## src/rtl/mips_pkg.sv

```systemverilog
// Shared definitions for the pipelined MIPS32 core slice.
//  - Opcode constants and instruction-type codes used by the decode stages.
//  - Memory arbiter FSM state and owner encodings.
//  - Default memory geometry (1024 x 32 unified memory).
package mips_pkg;

  localparam int DEF_ADDR_W = 10;
  localparam int DEF_DATA_W = 32;

  // Opcodes (instruction bits [31:26])
  localparam logic [5:0] ADD   = 6'b000000;
  localparam logic [5:0] SUB   = 6'b000001;
  localparam logic [5:0] AND   = 6'b000010;
  localparam logic [5:0] OR    = 6'b000011;
  localparam logic [5:0] SLT   = 6'b000100;
  localparam logic [5:0] MUL   = 6'b000101;
  localparam logic [5:0] LW    = 6'b001000;
  localparam logic [5:0] SW    = 6'b001001;
  localparam logic [5:0] ADDI  = 6'b001010;
  localparam logic [5:0] SUBI  = 6'b001011;
  localparam logic [5:0] SLTI  = 6'b001100;
  localparam logic [5:0] BNEQZ = 6'b001101;
  localparam logic [5:0] BEQZ  = 6'b001110;
  localparam logic [5:0] HLT   = 6'b111111;

  // Instruction-type codes carried down the pipeline
  localparam logic [2:0] RR_ALU = 3'd0;
  localparam logic [2:0] RM_ALU = 3'd1;
  localparam logic [2:0] LOAD   = 3'd2;
  localparam logic [2:0] STORE  = 3'd3;
  localparam logic [2:0] BRANCH = 3'd4;
  localparam logic [2:0] HALT   = 3'd5;

  typedef enum logic [1:0] {IDLE, ACCESS, RESP} arb_state_t;
  typedef enum logic {OWN_IF = 1'b0, OWN_DM = 1'b1} owner_t;

  // Map an opcode onto its instruction type (unknown opcodes decode as HALT).
  function automatic logic [2:0] instr_type(input logic [5:0] op);
    logic [2:0] t;
    t = HALT;
    case (op)
      ADD, SUB, AND, OR, SLT, MUL: t = RR_ALU;
      ADDI, SUBI, SLTI:            t = RM_ALU;
      LW:                          t = LOAD;
      SW:                          t = STORE;
      BNEQZ, BEQZ:                 t = BRANCH;
      default:                     t = HALT;
    endcase
    return t;
  endfunction

endpackage

```

## src/rtl/mips_arb_pick.sv

```systemverilog
// Winner select for the memory arbiter plus the IF starvation counter.
// Ports:
//  clk1, rst_n      clock, synchronous active-low reset
//  if_req, dm_req   pending requests
//  arb_en           arbiter is free to grant this cycle
//  if_win, dm_win   combinational one-hot winner (both 0 when no grant)
// Data wins ties, except once IF has lost STARVE_MAX arbitrations in a row.
module mips_arb_pick #(
  parameter int STARVE_MAX = 3
) (
  input  logic clk1,
  input  logic rst_n,
  input  logic if_req,
  input  logic dm_req,
  input  logic arb_en,
  output logic if_win,
  output logic dm_win
);

  logic [3:0] starve_cnt;

  always_comb begin
    if_win = 1'b0;
    dm_win = 1'b0;
    if (arb_en) begin
      if (if_req && (!dm_req || starve_cnt == 4'(STARVE_MAX))) if_win = 1'b1;
      else if (dm_req)                                          dm_win = 1'b1;
    end
  end

  // Count only arbitrations IF actually lost; a dropped if_req forgives history.
  always_ff @(posedge clk1) begin
    if (!rst_n)                    starve_cnt <= '0;
    else if (!if_req || if_win)    starve_cnt <= '0;
    else if (dm_win && starve_cnt != 4'(STARVE_MAX))
                                   starve_cnt <= starve_cnt + 4'd1;
  end

endmodule

```

## src/rtl/mips_mem_arbiter.sv

```systemverilog
// Shares the unified 1024x32 memory between IF fetch and MEM-stage data access.
// One access in flight; IDLE -> ACCESS -> RESP -> IDLE; every output is registered.
// Ports:
//  clk1, rst_n                          clock, synchronous active-low reset
//  if_req/if_addr/if_flush              fetch request, address, taken-branch flush
//  if_gnt/if_rvalid/if_rdata            fetch issued, instruction valid, instruction
//  dm_req/dm_we/dm_addr/dm_wdata        data request (load/store)
//  dm_gnt/dm_ack/dm_rdata               data issued, load data valid / store done, load data
//  mem_en/mem_we/mem_addr/mem_wdata     memory strobe and command
//  mem_rdata                            memory read data, MEM_LAT cycles after the mem_en cycle
//  busy                                 access in progress
module mips_mem_arbiter
  import mips_pkg::*;
#(
  parameter int ADDR_W     = DEF_ADDR_W,
  parameter int DATA_W     = DEF_DATA_W,
  parameter int MEM_LAT    = 1,
  parameter int STARVE_MAX = 3
) (
  input  logic              clk1,
  input  logic              rst_n,
  input  logic              if_req,
  input  logic [ADDR_W-1:0] if_addr,
  input  logic              if_flush,
  output logic              if_gnt,
  output logic              if_rvalid,
  output logic [DATA_W-1:0] if_rdata,
  input  logic              dm_req,
  input  logic              dm_we,
  input  logic [ADDR_W-1:0] dm_addr,
  input  logic [DATA_W-1:0] dm_wdata,
  output logic              dm_gnt,
  output logic              dm_ack,
  output logic [DATA_W-1:0] dm_rdata,
  output logic              mem_en,
  output logic              mem_we,
  output logic [ADDR_W-1:0] mem_addr,
  output logic [DATA_W-1:0] mem_wdata,
  input  logic [DATA_W-1:0] mem_rdata,
  output logic              busy
);

  localparam int LAT_W = 3;

  arb_state_t        state, state_nxt;
  owner_t            owner, owner_nxt;
  logic [LAT_W-1:0]  lat_cnt, lat_cnt_nxt;
  logic              flushed, flushed_nxt;
  logic              acc_we, acc_we_nxt;
  logic              if_win, dm_win, flush_hit;

  logic              if_gnt_d, dm_gnt_d, if_rvalid_d, dm_ack_d, mem_en_d, mem_we_d;
  logic [ADDR_W-1:0] mem_addr_d;
  logic [DATA_W-1:0] mem_wdata_d, if_rdata_d, dm_rdata_d;

  mips_arb_pick #(.STARVE_MAX(STARVE_MAX)) u_pick (
    .clk1   (clk1),
    .rst_n  (rst_n),
    .if_req (if_req),
    .dm_req (dm_req),
    .arb_en (state == IDLE),
    .if_win (if_win),
    .dm_win (dm_win)
  );

  assign busy      = (state != IDLE);
  assign flush_hit = if_flush && (owner == OWN_IF) && (state != IDLE);

  always_comb begin
    state_nxt   = state;
    owner_nxt   = owner;
    lat_cnt_nxt = lat_cnt;
    flushed_nxt = flushed;
    acc_we_nxt  = acc_we;
    if_gnt_d    = 1'b0;
    dm_gnt_d    = 1'b0;
    if_rvalid_d = 1'b0;
    dm_ack_d    = 1'b0;
    mem_en_d    = 1'b0;
    mem_we_d    = 1'b0;
    mem_addr_d  = '0;
    mem_wdata_d = '0;
    if_rdata_d  = if_rdata;
    dm_rdata_d  = dm_rdata;
    case (state)
      IDLE: begin
        flushed_nxt = 1'b0;
        if (dm_win) begin
          dm_gnt_d    = 1'b1;
          mem_en_d    = 1'b1;
          mem_we_d    = dm_we;
          mem_addr_d  = dm_addr;
          mem_wdata_d = dm_wdata;
          owner_nxt   = OWN_DM;
          acc_we_nxt  = dm_we;
          lat_cnt_nxt = LAT_W'(MEM_LAT);
          state_nxt   = ACCESS;
        end else if (if_win) begin
          if_gnt_d    = 1'b1;
          mem_en_d    = 1'b1;
          mem_addr_d  = if_addr;
          owner_nxt   = OWN_IF;
          acc_we_nxt  = 1'b0;
          lat_cnt_nxt = LAT_W'(MEM_LAT);
          state_nxt   = ACCESS;
        end
      end
      ACCESS: begin
        if (flush_hit) flushed_nxt = 1'b1;
        // ACCESS spans the mem_en cycle plus MEM_LAT cycles, so the capture
        // edge is the one closing the cycle in which mem_rdata is valid.
        if (lat_cnt == '0) begin
          state_nxt = RESP;
          if (owner == OWN_DM) begin
            dm_ack_d = 1'b1;
            if (!acc_we) dm_rdata_d = mem_rdata;
          end else if (flushed || flush_hit) begin
            if_rdata_d = '0;
          end else begin
            if_rvalid_d = 1'b1;
            if_rdata_d  = mem_rdata;
          end
        end else begin
          lat_cnt_nxt = lat_cnt - LAT_W'(1);
        end
      end
      RESP: begin
        state_nxt   = IDLE;
        flushed_nxt = 1'b0;
        // Pulse already on the wire; don't leave the dead instruction on the bus.
        if (flush_hit) if_rdata_d = '0;
      end
      default: state_nxt = IDLE;
    endcase
  end

  always_ff @(posedge clk1) begin
    if (!rst_n) begin
      state     <= IDLE;
      owner     <= OWN_IF;
      lat_cnt   <= '0;
      flushed   <= 1'b0;
      acc_we    <= 1'b0;
      if_gnt    <= 1'b0;
      dm_gnt    <= 1'b0;
      if_rvalid <= 1'b0;
      dm_ack    <= 1'b0;
      mem_en    <= 1'b0;
      mem_we    <= 1'b0;
      mem_addr  <= '0;
      mem_wdata <= '0;
      if_rdata  <= '0;
      dm_rdata  <= '0;
    end else begin
      state     <= state_nxt;
      owner     <= owner_nxt;
      lat_cnt   <= lat_cnt_nxt;
      flushed   <= flushed_nxt;
      acc_we    <= acc_we_nxt;
      if_gnt    <= if_gnt_d;
      dm_gnt    <= dm_gnt_d;
      if_rvalid <= if_rvalid_d;
      dm_ack    <= dm_ack_d;
      mem_en    <= mem_en_d;
      mem_we    <= mem_we_d;
      mem_addr  <= mem_addr_d;
      mem_wdata <= mem_wdata_d;
      if_rdata  <= if_rdata_d;
      dm_rdata  <= dm_rdata_d;
    end
  end

endmodule

```

## config.mk

```make
export PLATFORM = sky130hd
export DESIGN_NAME = mips_mem_arbiter
export DESIGN_NICKNAME = d
export VERILOG_FILES = /design/src/rtl/mips_pkg.sv /design/src/rtl/mips_arb_pick.sv /design/src/rtl/mips_mem_arbiter.sv
export SDC_FILE = /design/constraint.sdc
export NUM_CORES = 1
export LEC_CHECK = 0
export BUFFER_PORTS_ARGS = -buffer_cell sky130_fd_sc_hd__buf_2
export CORE_MARGIN = 3
export CORE_UTILIZATION = 47
export DETAILED_ROUTE_END_ITERATION = 8
export GPL_ROUTABILITY_DRIVEN = 0
export PLACE_DENSITY = 0.79
export SLEW_MARGIN = 10
export SYNTH_ARGS = -nofsm -noshare
export SYNTH_HDL_FRONTEND = slang
export SYNTH_SLANG_ARGS = --single-unit
```

## constraint.sdc

```tcl
create_clock -name clk1 -period 1.93 [get_ports clk1]
set_clock_uncertainty 0.1 [all_clocks]
set_input_delay 0.386 -clock clk1 [delete_from_list [all_inputs] [get_ports clk1]]
set_output_delay 0.386 -clock clk1 [all_outputs]
set_load 0.1 [all_outputs]
```

==> After elaboration in Yosys (flattened, before gate mapping) <==
Index checks and enable logic that the tools add are counted.
{ "totals": {"in_bits": 90, "wordCells": 93, "register_bits": 124} }
{ "op_classes": {"reduce_logical": 29, "muxes": 30, "n_bitwise": 6, "n_addsub": 2, "n_eq_ne": 10} }
{ "op_table": {"columns": ["cell", "n"], "rows": [
  ["32-bit two-way mux", 4],
  ["32-bit case mux with 2 select lines", 1],
  ["10-bit two-way mux", 2],
  ["1-bit two-way mux", 14],
  ["2-bit != test (second input constant)", 5],
  ["2-bit nonzero test", 5],
  ["3-bit two-way mux", 3],
  ["3-bit AND reduction", 3],
  ["2-bit AND reduction", 4],
  ["4-bit AND reduction", 2],
  ["2-bit two-way mux", 3],
  ["1-bit inverter", 6],
  ["3-bit case mux with 2 select lines", 1],
  ["4-bit by 1-bit adder with 4-bit output (second input constant)", 1],
  ["4-bit by 2-bit equality test with 1-bit output (second input constant)", 1],
  ["1-bit logical AND", 4],
  ["4-bit by 2-bit != test with 1-bit output (second input constant)", 1],
  ["2-bit case mux with 2 select lines", 1],
  ["2-bit OR reduction", 2],
  ["4-bit OR reduction", 1],
  ["3-bit zero test", 1],
  ["1-bit logical OR", 3],
  ["3-bit != test (second input constant)", 1],
  ["3-bit OR reduction", 1],
  ["6 further kinds", 7]
]} }

==> Logic depth before layout (Yosys ltp) <==
Gate-level depths: netlist (run 1).
{ "logic_depth": {"word_depth": 8, "depth_mapped": 7} }

==> Cells and area by module <==
Synthesis (run 1) repeated with hierarchy kept, for this count alone.
{ "unflattened": {"cells_unflattened": 473, "hier_area_um2": 4620.7} }
{ "modules_own_cells": {"columns": ["module", "instances", "cells_each", "area_each_um2"], "rows": [
  ["mips_mem_arbiter", 1, 447, 4394.2],
  ["mips_arb_pick", 1, 26, 226.5]
]} }

==> Worst setup path before layout (run 1) <==
OpenSTA, ideal clock, no wires.
{ "synth_path": {"kind": "register to register", "startpoint": "register state[1]", "endpoint": "register mem_addr[1]", "slack_ps": 259, "stages_incl_launch_ff": 7, "t_arrival_ps": 1513, "period_less_slack_ps": 1671, "setup_ps": 59, "path_cell_list": "dfxtp_1 buf_2 nor2_2 inv_2 a211oi_1 buf_2 a22o_1"} }
{ "synth_between": {"elab_chain_cells": 4, "word_cells_on_any_way": 6} }
{ "synth_rtl": {"columns": ["element", "line_no", "source"], "rows": [
  ["from (decl)", "mips_mem_arbiter.sv:45", "arb_state_t state, state_nxt;"],
  ["from (signal assigned)", "mips_mem_arbiter.sv:155", "state <= state_nxt;"],
  ["2-bit zero test (*)", "mips_mem_arbiter.sv:61, mips_mem_arbiter.sv:85", null],
  ["1-bit two-way mux", "mips_arb_pick.sv:25", "if (arb_en) begin"],
  ["10-bit two-way mux", "mips_mem_arbiter.sv:98", "end else if (if_win) begin"],
  ["10-bit two-way mux", "mips_mem_arbiter.sv:88", "if (dm_win) begin"],
  ["to (signal assigned)", "mips_mem_arbiter.sv:166", "mem_addr <= mem_addr_d;"],
  ["to (decl)", "mips_mem_arbiter.sv:37", "output logic [ADDR_W-1:0] mem_addr,"]
]} }
Mark *: on every way between the ends. The rest lies on a longest branch, timed or not.
A chain may end at the register's enable or synchronous reset.

==> Worst setup path in the final report (run 1) <==
{ "layout_path": {"startpoint": "register state[1]", "endpoint": "output busy"} }
{ "layout_between": {"elab_chain_cells": 1} }
{ "layout_rtl": {"columns": ["element", "line_no", "source"], "rows": [
  ["2-bit nonzero test", "mips_mem_arbiter.sv:66", "assign busy = (state != IDLE);"],
  ["to (decl)", "mips_mem_arbiter.sv:40", "output logic busy"]
]} }
No other way between the ends.

==> results of run 1 <==
==> cell type report <==
cell class | instances | share of cell area (%)
Antenna cell | 1 | 0.0361
Clock buffer | 19 | 6.23
Clock inverter | 13 | 2.60
Inverter | 6 | 0.361
Multi-Input combinational cell | 298 | 28.1
Sequential cell | 124 | 35.8
Tap cell | 129 | 2.33
Timing Repair Buffer | 270 | 24.5
==> state kept, by name, indices dropped and copies added, names as in the netlist <==
register           flops
if_gnt                 1
u_pick.starve_cnt      4
mem_wdata             32
owner                  1
dm_ack                 1
acc_we                 1
dm_rdata              32
if_rvalid              1
mem_en                 1
lat_cnt                3
state                  2
mem_we                 1
dm_gnt                 1
mem_addr              10
if_rdata              32
flushed                1
==> power groups by stage <==
| stage | Clock (uW) | Combinational [uW] | Sequential [uW] |
|---|---|---|---|
| 5_1_grt | 3450 | 2210 | 2810 |
| 3_5_place_dp | 0 | 2000 | 2850 |
| 6_report | 3280 | 2110 | 2800 |
| 3_3_place_gp | 0 | 1970 | 2840 |
| 4_1_cts | 3320 | 2090 | 2800 |
| 2_1_floorplan | 0 | 559 | 3850 |
==> cells in the final DEF (no fill, tap or decap), types with 2 or more instances in the layout <==
cell and count:
bufinv_16 3, nand3b_1 2, inv_6 5, mux2i_1 32
a21boi_1 30, nand3_1 36, a21boi_0 4, or3b_1 3
nand2b_1 3, clkinv_4 4, o21ai_0 36, dlygate4sd3_1 50
nor2b_2 2, nand2_1 39, buf_4 15, a21oi_1 3
nor2_1 2, nand4_1 36, buf_2 201, o211a_1 2
ha_1 2, nor2b_1 4, and2_1 34, clkbuf_16 16
buf_12 4, clkbuf_8 2, inv_1 5, nand4bb_1 2
a22o_1 10, nor3b_1 2, dfxtp_1 124
==> kinds of logic (layout without fill, tap and decap cells) <==
| kind of cell | after synthesis | count (layout) |
|---|---|---|
| buffers and inverters | 50 | 308 |
| DFF | 124 | 124 |
| other | 0 | 1 |
| and+or+nand+nor | 172 | 172 |
| muxes | 32 | 32 |
| AOI/OAI and AO/OA | 91 | 91 |
| adders and majority gates | 3 | 3 |
==> layer usage <==
| metal | wire length [um] | vias to the layer above | share of wire [%] |
|---|---|---|---|
| met5 | 0 | - | 0 |
| met4 | 242 | 0 | 1.6 |
| met3 | 1610 | 26 | 11 |
| met2 | 7420 | 223 | 49 |
| met1 | 5950 | 2156 | 39 |
| li1 | - | 2165 | - |
==> critical path: stages (launching register included) <==
cell	delay (ps)
dfxtp_1	310
buf_4	160
nor2_4	160
inv_4	90
buf_12	170
==> stage by stage <==
step	utilization [%]	worst slack [ps]	cells	hold WS [ps]
CTS	73.3	9.37	857	0.491
detailed placement	61.4	178	775	353
global route	73.6	-3.31	860	13.1
floorplan	-	259	472	324
finish	73.6	50.0	860	26.5
global placement	61.4	214	775	343
==> cell usage after synthesis <==
cell         n  area [um^2]
dfxtp_1    124         2480
nand2_1     39          146
nand3_1     36          180
nand4_1     36          225
o21ai_0     36          180
and2_1      34          213
mux2i_1     32          320
a21boi_1    30          225
clkbuf_1    30          113
buf_2       11         55.1
a22o_1      10         87.6
nor2b_1      6         37.5
inv_1        5         18.8
a21boi_0     4         30.0
a21oi_1      3         15.0
buf_6        3         33.8
ha_1         3         37.5
nand2b_1     3         18.8
or3b_1       3         26.3
nand3b_1     2         15.0
nand4bb_1    2         22.5
nor2_1       2         7.51
nor3b_1      2         15.0
o211a_1      2         20.0
a2111oi_0    1         8.76
a211oi_1     1         7.51
a21o_1       1         7.51
a311oi_1     1         8.76
a31oi_1      1         6.26
and3_1       1         6.26
and4_1       1         8.76
and4bb_1     1         12.5
inv_2        1         3.75
nand4b_1     1         8.76
nor2_2       1         6.26
nor3_1       1         5.00
o311ai_0     1         8.76
or4_1        1         7.51
==> what timing repair did <==
action                     in CTS  in global routing
gates resized for setup         2                  2
pin swaps                       1                  1
setup buffers                   0                  2
hold endpoints to repair       42                  0
setup endpoints to repair       1                  5
hold buffers                   50                  0
cloned                          0                  0
==> path summary, 6_finish.rpt <==
kind | from | to | slack (ps) | cells after the start
worst max-delay path | state[1] | busy | 50 | 4
worst min-delay path | dm_addr[1] | mem_addr[1] | 30 | 2
worst max register to register | u_pick.starve_cnt[0] | mem_addr[5] | 120 | 5
worst min register to register | if_rdata[31] | if_rdata[31] | 360 | 2
==> reports/metrics.yaml, run 1 <==
run_status:
  run_status: "finished, final reports clean"
power:
  clkPwrFrac_pct: 40.0
  p_sw_uw: 2920
  p_int_uw: 5270
  combinationalPowerShare_pct: 25.8
  peakVddDrop_mv: 0.665
  total_power_uw: 8190
  netSwitchingFraction_pct: 35.6
  p_per_area_mw_per_mm2: 1180
  p_leak_uw: 0.00335
  seqPwrFrac_pct: 34.2
logic_synthesis:
  yosys.area_share.simple_pct: 20.8
  yosys_register_bits: 124
  avgSynthCellArea_um2: 9.81
  syn_inst: 472
  synth_compound_area_share_pct: 13.1
  synthDistinctLibCells: 38
  synth_fp_nets: 565
  synth_seq_area_share_pct: 53.6
  muxShareOfSynthArea_pct: 6.92
  syn-cell-area_mm2: 0.00463
  synth_top_family_by_area: "simple AND/OR/NAND/NOR gates"
  synth_fa_ha_area_share_pct: 0.810
  ys_warn_count: 0
  synth_xor_area_share_pct: 0
die:
  die_w_um: 105
  fp.dieH_um: 105
  ios: 203
  coreArea_mm2: 0.00942
  num_rows: 35
  start_util_pct: 49.2
  die-area_mm2: 0.0111
detailed_routing:
  detail-route-antenna-nets: 0
  routed_wl_um: 15200
  viasPerCell: 5.31
  drc: 0
  num_vias: 4570
  drt_iter0_drc: 333
  firstDrtPassIters: 4
  avgRoutedWirePerCell_um: 17.7
global_routing:
  busiest_layer: "met2"
  grt_util_all_layers_pct: 27.7
  gr-usage-met3_pct: 11.0
  grt_max_degree: 49
  grt_util_met1_pct: 33.0
  antenna_found_initial: 1
  grt_first_pass_wirelength_um: 24500
  first_global_vias: 4626
  grt_overflow: 0
  grtUsageMet2_pct: 45.9
clocking:
  cts_buffer_depth: 2
  cts-buffers-inserted: 17
  clk_latency_ps: 500
  root_buffer: "clkbuf_8"
  htree_levels: 4
  numClockSinks: 124
  tritoncts: "built"
  clkTransAtPathRegs_ps: 60
timing:
  slew_violations: 0
  relSlewSlack_pct: 65.5
  period_needed_ps: 1880
  timing.final.crit_share_pct: 97.4
  tightest_slew_ps: 521
  fmax_mhz: 532
  finalSetupTns_ps: 0
  hold_viol_final: 0
  setup_viol: 0
worst_setup_path:
  cp.required_ps: 1440
  cp.arrival_ps: 1390
  crit_path_end_kind: "output port"
  worstPathMaxFanout: 10
  worstSetupPathType: "reg -> out"
  start_kind: "flop"
placement:
  dp_hpwl_um: 9070
  portBuffers: 202
  dpl_cell_area_mm2: 0.00578
finish:
  multi_input_area_mm2: 0.00194
  area_growth_pct: 49.5
  design_area_mm2: 0.00693
  drive_gt1_share_pct: 35.3
  regArea_mm2: 0.00248
  final_nets: 810
  fillers: 653
hold_path:
  worst_hold_path_type: "in -> reg"
job:
  cap_viol_max_count: 0
Note: power is estimated with default switching activity, not from simulation.
==> inputs of run 2 (changes only) <==
--- a/config.mk
+++ b/config.mk
@@ -7,10 +7,10 @@
 export LEC_CHECK = 0
 export BUFFER_PORTS_ARGS = -buffer_cell sky130_fd_sc_hd__buf_2
 export CORE_MARGIN = 3
-export CORE_UTILIZATION = 47
+export CORE_UTILIZATION = 42
 export DETAILED_ROUTE_END_ITERATION = 8
 export GPL_ROUTABILITY_DRIVEN = 0
-export PLACE_DENSITY = 0.79
+export PLACE_DENSITY = 0.75
 export SLEW_MARGIN = 10
 export SYNTH_ARGS = -nofsm -noshare
 export SYNTH_HDL_FRONTEND = slang
==> constraint.sdc (replaced) <==
create_clock -name clk1 -period 1.6 [get_ports clk1]
set_clock_uncertainty 0.1 [all_clocks]
set_input_delay 0.32 -clock clk1 [delete_from_list [all_inputs] [get_ports clk1]]
set_output_delay 0.32 -clock clk1 [all_outputs]
set_load 0.1 [all_outputs]
==> run 2 against run 1 <==
Against the previous run:
- the flow now finishes with violations (negative setup slack)
- sequential share of layout area is 4.6 points lower
- die area is 11% higher
- critical path depth stayed put
- register-to-register slack worse by 220 ps
- non-clock buffer count is 54 higher
- largest cell class is now non-clock buffers
- highest routed layer unchanged
==> reports/metrics.yaml, run 2 (synthesis gave the netlist of run 1 again) <==
detailed_routing:
  drt_iter0_drc: 394  # was 333
  avgRoutedWirePerCell_um: 20.3  # was 17.7 um
  viasPerCell: 5.38  # was 5.31
  drc: 0  # unchanged
  num_vias: 4938  # was 4,570
  detail-route-antenna-nets: 0  # unchanged
  firstDrtPassIters: 6  # was 4
  routed_wl_um: 18600  # was 15,200 um
placement:
  dp_hpwl_um: 9870  # was 9070 um
  portBuffers: 202  # unchanged
  numPlacedInstances: 790  # was 775
power:
  p_sw_uw: 3480  # was 2920 uW
  netSwitchingFraction_pct: 35.3  # was 35.6%
  peakVddDrop_mv: 0.744  # was 0.665 mV
  p_per_area_mw_per_mm2: 1240  # was 1180 mW/mm^2
  p_leak_uw: 0.00361  # was 0.00335 uW
  clkPwrFrac_pct: 34.9  # was 40.0%
  combinationalPowerShare_pct: 30.5  # was 25.8%
  p_int_uw: 6380  # was 5270 uW
  seqPwrFrac_pct: 34.6  # was 34.2%
timing:
  hold_viol_final: 0  # unchanged
  relSlewSlack_pct: 67.8  # was 65.5%
  timing.final.crit_share_pct: 106
  slew_violations: 0  # unchanged
  fmax_mhz: 587
  rsz0062_at_grt: "yes"
  tightest_slew_ps: 483  # was 521 ps
  setup_ws_ps: -104  # was 50.0 ps
  period_needed_ps: 1700
  setup_viol: 13  # was 0
worst_setup_path:
  worstPathMaxFanout: 2  # was 10
  cp.arrival_ps: 1280  # was 1390 ps
  start_kind: "flop"  # unchanged
  worstSetupPathType: "reg -> out"  # unchanged
  rr_endpoint: "mem_addr[3]"  # was mem_addr[5]
  critPathCapture: "busy"  # unchanged
  ff2ff_setup_slack_ps: -100  # was 120 ps
  crit_path_end_kind: "output port"  # unchanged
  reg2reg_depth: 5  # unchanged
  cp.required_ps: 1180  # was 1440 ps
  cp-startpoint: "state[0]"  # was state[1]
  r2r_start: "u_pick.starve_cnt[1]"  # was u_pick.starve_cnt[0]
finish:
  area_growth_pct: 71.9  # was 49.5%
  fillers: 658  # was 653
  reg.largest.list: "dm_rdata (32), if_rdata (32), mem_wdata (32)"  # unchanged
  regArea_mm2: 0.00249  # was 0.00248 mm^2
  final_nets: 864  # was 810
  fin_cells: 917  # was 860
  drive_gt1_share_pct: 36.2  # was 35.3%
  finish.utilization_pct: 75.8  # was 73.6%
  antenna_cells: 0  # was 1
  multi_input_area_mm2: 0.00202  # was 0.00194 mm^2
  final_cell_mix: "dfxtp_1 (120), buf_2 (90), buf_4 (90), dlygate4sd3_1 (86), buf_6 (48)"  # was buf_2 (201), dfxtp_1 (124), dlygate4sd3_1 (50), nand2_1 (39)
  mostFrequentLayoutCell: "dfxtp_1"  # was buf_2
global_routing:
  antenna_found_initial: 0  # was 1
  grt_overflow: 0  # unchanged
  grt_max_degree: 52  # was 49
  grt_util_all_layers_pct: 28.6  # was 27.7%
  first_global_vias: 5030  # was 4,626
  grt_first_pass_wirelength_um: 28300  # was 24,500 um
clocking:
  htree_levels: 4  # unchanged
  tritoncts: "built"  # unchanged
  cts-buffers-inserted: 17  # unchanged
  clkTransAtPathRegs_ps: 60  # about the same
  numClockSinks: 124  # unchanged
  cts_buffer_depth: 2  # unchanged
  root_buffer: "clkbuf_8"  # unchanged
  clk_latency_ps: 510  # was 500 ps
die:
  fp.dieH_um: 111  # was 105 um
  coreArea_mm2: 0.0105  # was 0.00942 mm^2
  ios: 203  # unchanged
  start_util_pct: 44.1  # was 49.2%
  die_w_um: 111  # was 105 um
  die-area_mm2: 0.0123  # was 0.0111 mm^2
  num_rows: 37  # was 35
run_status:
  run_status: "complete, but fails checks"  # was finished, final reports clean
  violations: "negative setup slack"
hold_path:
  worst_hold_path_type: "in -> reg"  # unchanged
job:
  cap_viol_max_count: 0  # unchanged
[run 2: what timing repair did]
item,4_1_cts,5_1_grt
buffers inserted,7,3
pin swaps,4,7
hold buffers,86,0
cloned,2,1
gates resized for setup,144,43
setup endpoints to repair,161,101
endpoints found under the hold margin,108,0
[run 2: worst max-delay path, stage by stage, from the launching register on]
cell     delay [ps]
dfxtp_2         320
buf_6           110
nor2_4          130
inv_4            60
buf_12          160
[run 2: final cells by class]
type | instances | area share, %
clock buffers | 22 | 5.81
clock inverters | 7 | 0.849
inverters | 6 | 0.314
multi-input cells | 298 | 25.4
flip-flops and latches | 124 | 31.2
well taps | 136 | 2.14
repair buffers | 324 | 34.3
[run 2: through the flow]
stage	power [uW]	instance area, um^2	setup slack [ps]	setup TNS (ps)	hold WS [ps]
2_1_floorplan	5320	4640	0.281	0	324
3_3_place_gp	5880	5910	4.70	0	342
3_5_place_dp	5910	5910	-176	-874	349
4_1_cts	9720	7760	-134	-466	28.1
5_1_grt	10200	7960	-143	-1280	56.8
6_report	9860	7960	-104	-794	55.0
[run 2: per-layer routing]
layer	share of wire (%)	wire [um]	track usage [%]	up-vias
li1	-	-	-	2258
met1	38	7060	34.3	2338
met2	51	9410	49.9	296
met3	8.8	1630	7.48	46
met4	2.6	491	9.33	0
met5	0	0	0	-
[run 2: worst min path at each step]
stage | startpoint | to | cells after the start
2_1_floorplan | flushed | if_rvalid | 1
3_3_place_gp | if_rdata[16] | if_rdata[16] | 2
3_5_place_dp | if_rdata[31] | if_rdata[31] | 2
4_1_cts | rst_n | acc_we | 2
5_1_grt | rst_n | acc_we | 2
6_report | rst_n | acc_we | 2
[run 2: power groups by stage]
stage               registers [uW]  clock network, uW  logic, uW
CTS                           3390               3490       2840
floorplan                     4640                  0        680
finish                        3420               3440       3000
global route                  3430               3630       3110
detailed placement            3430                  0       2480
global placement              3430                  0       2460
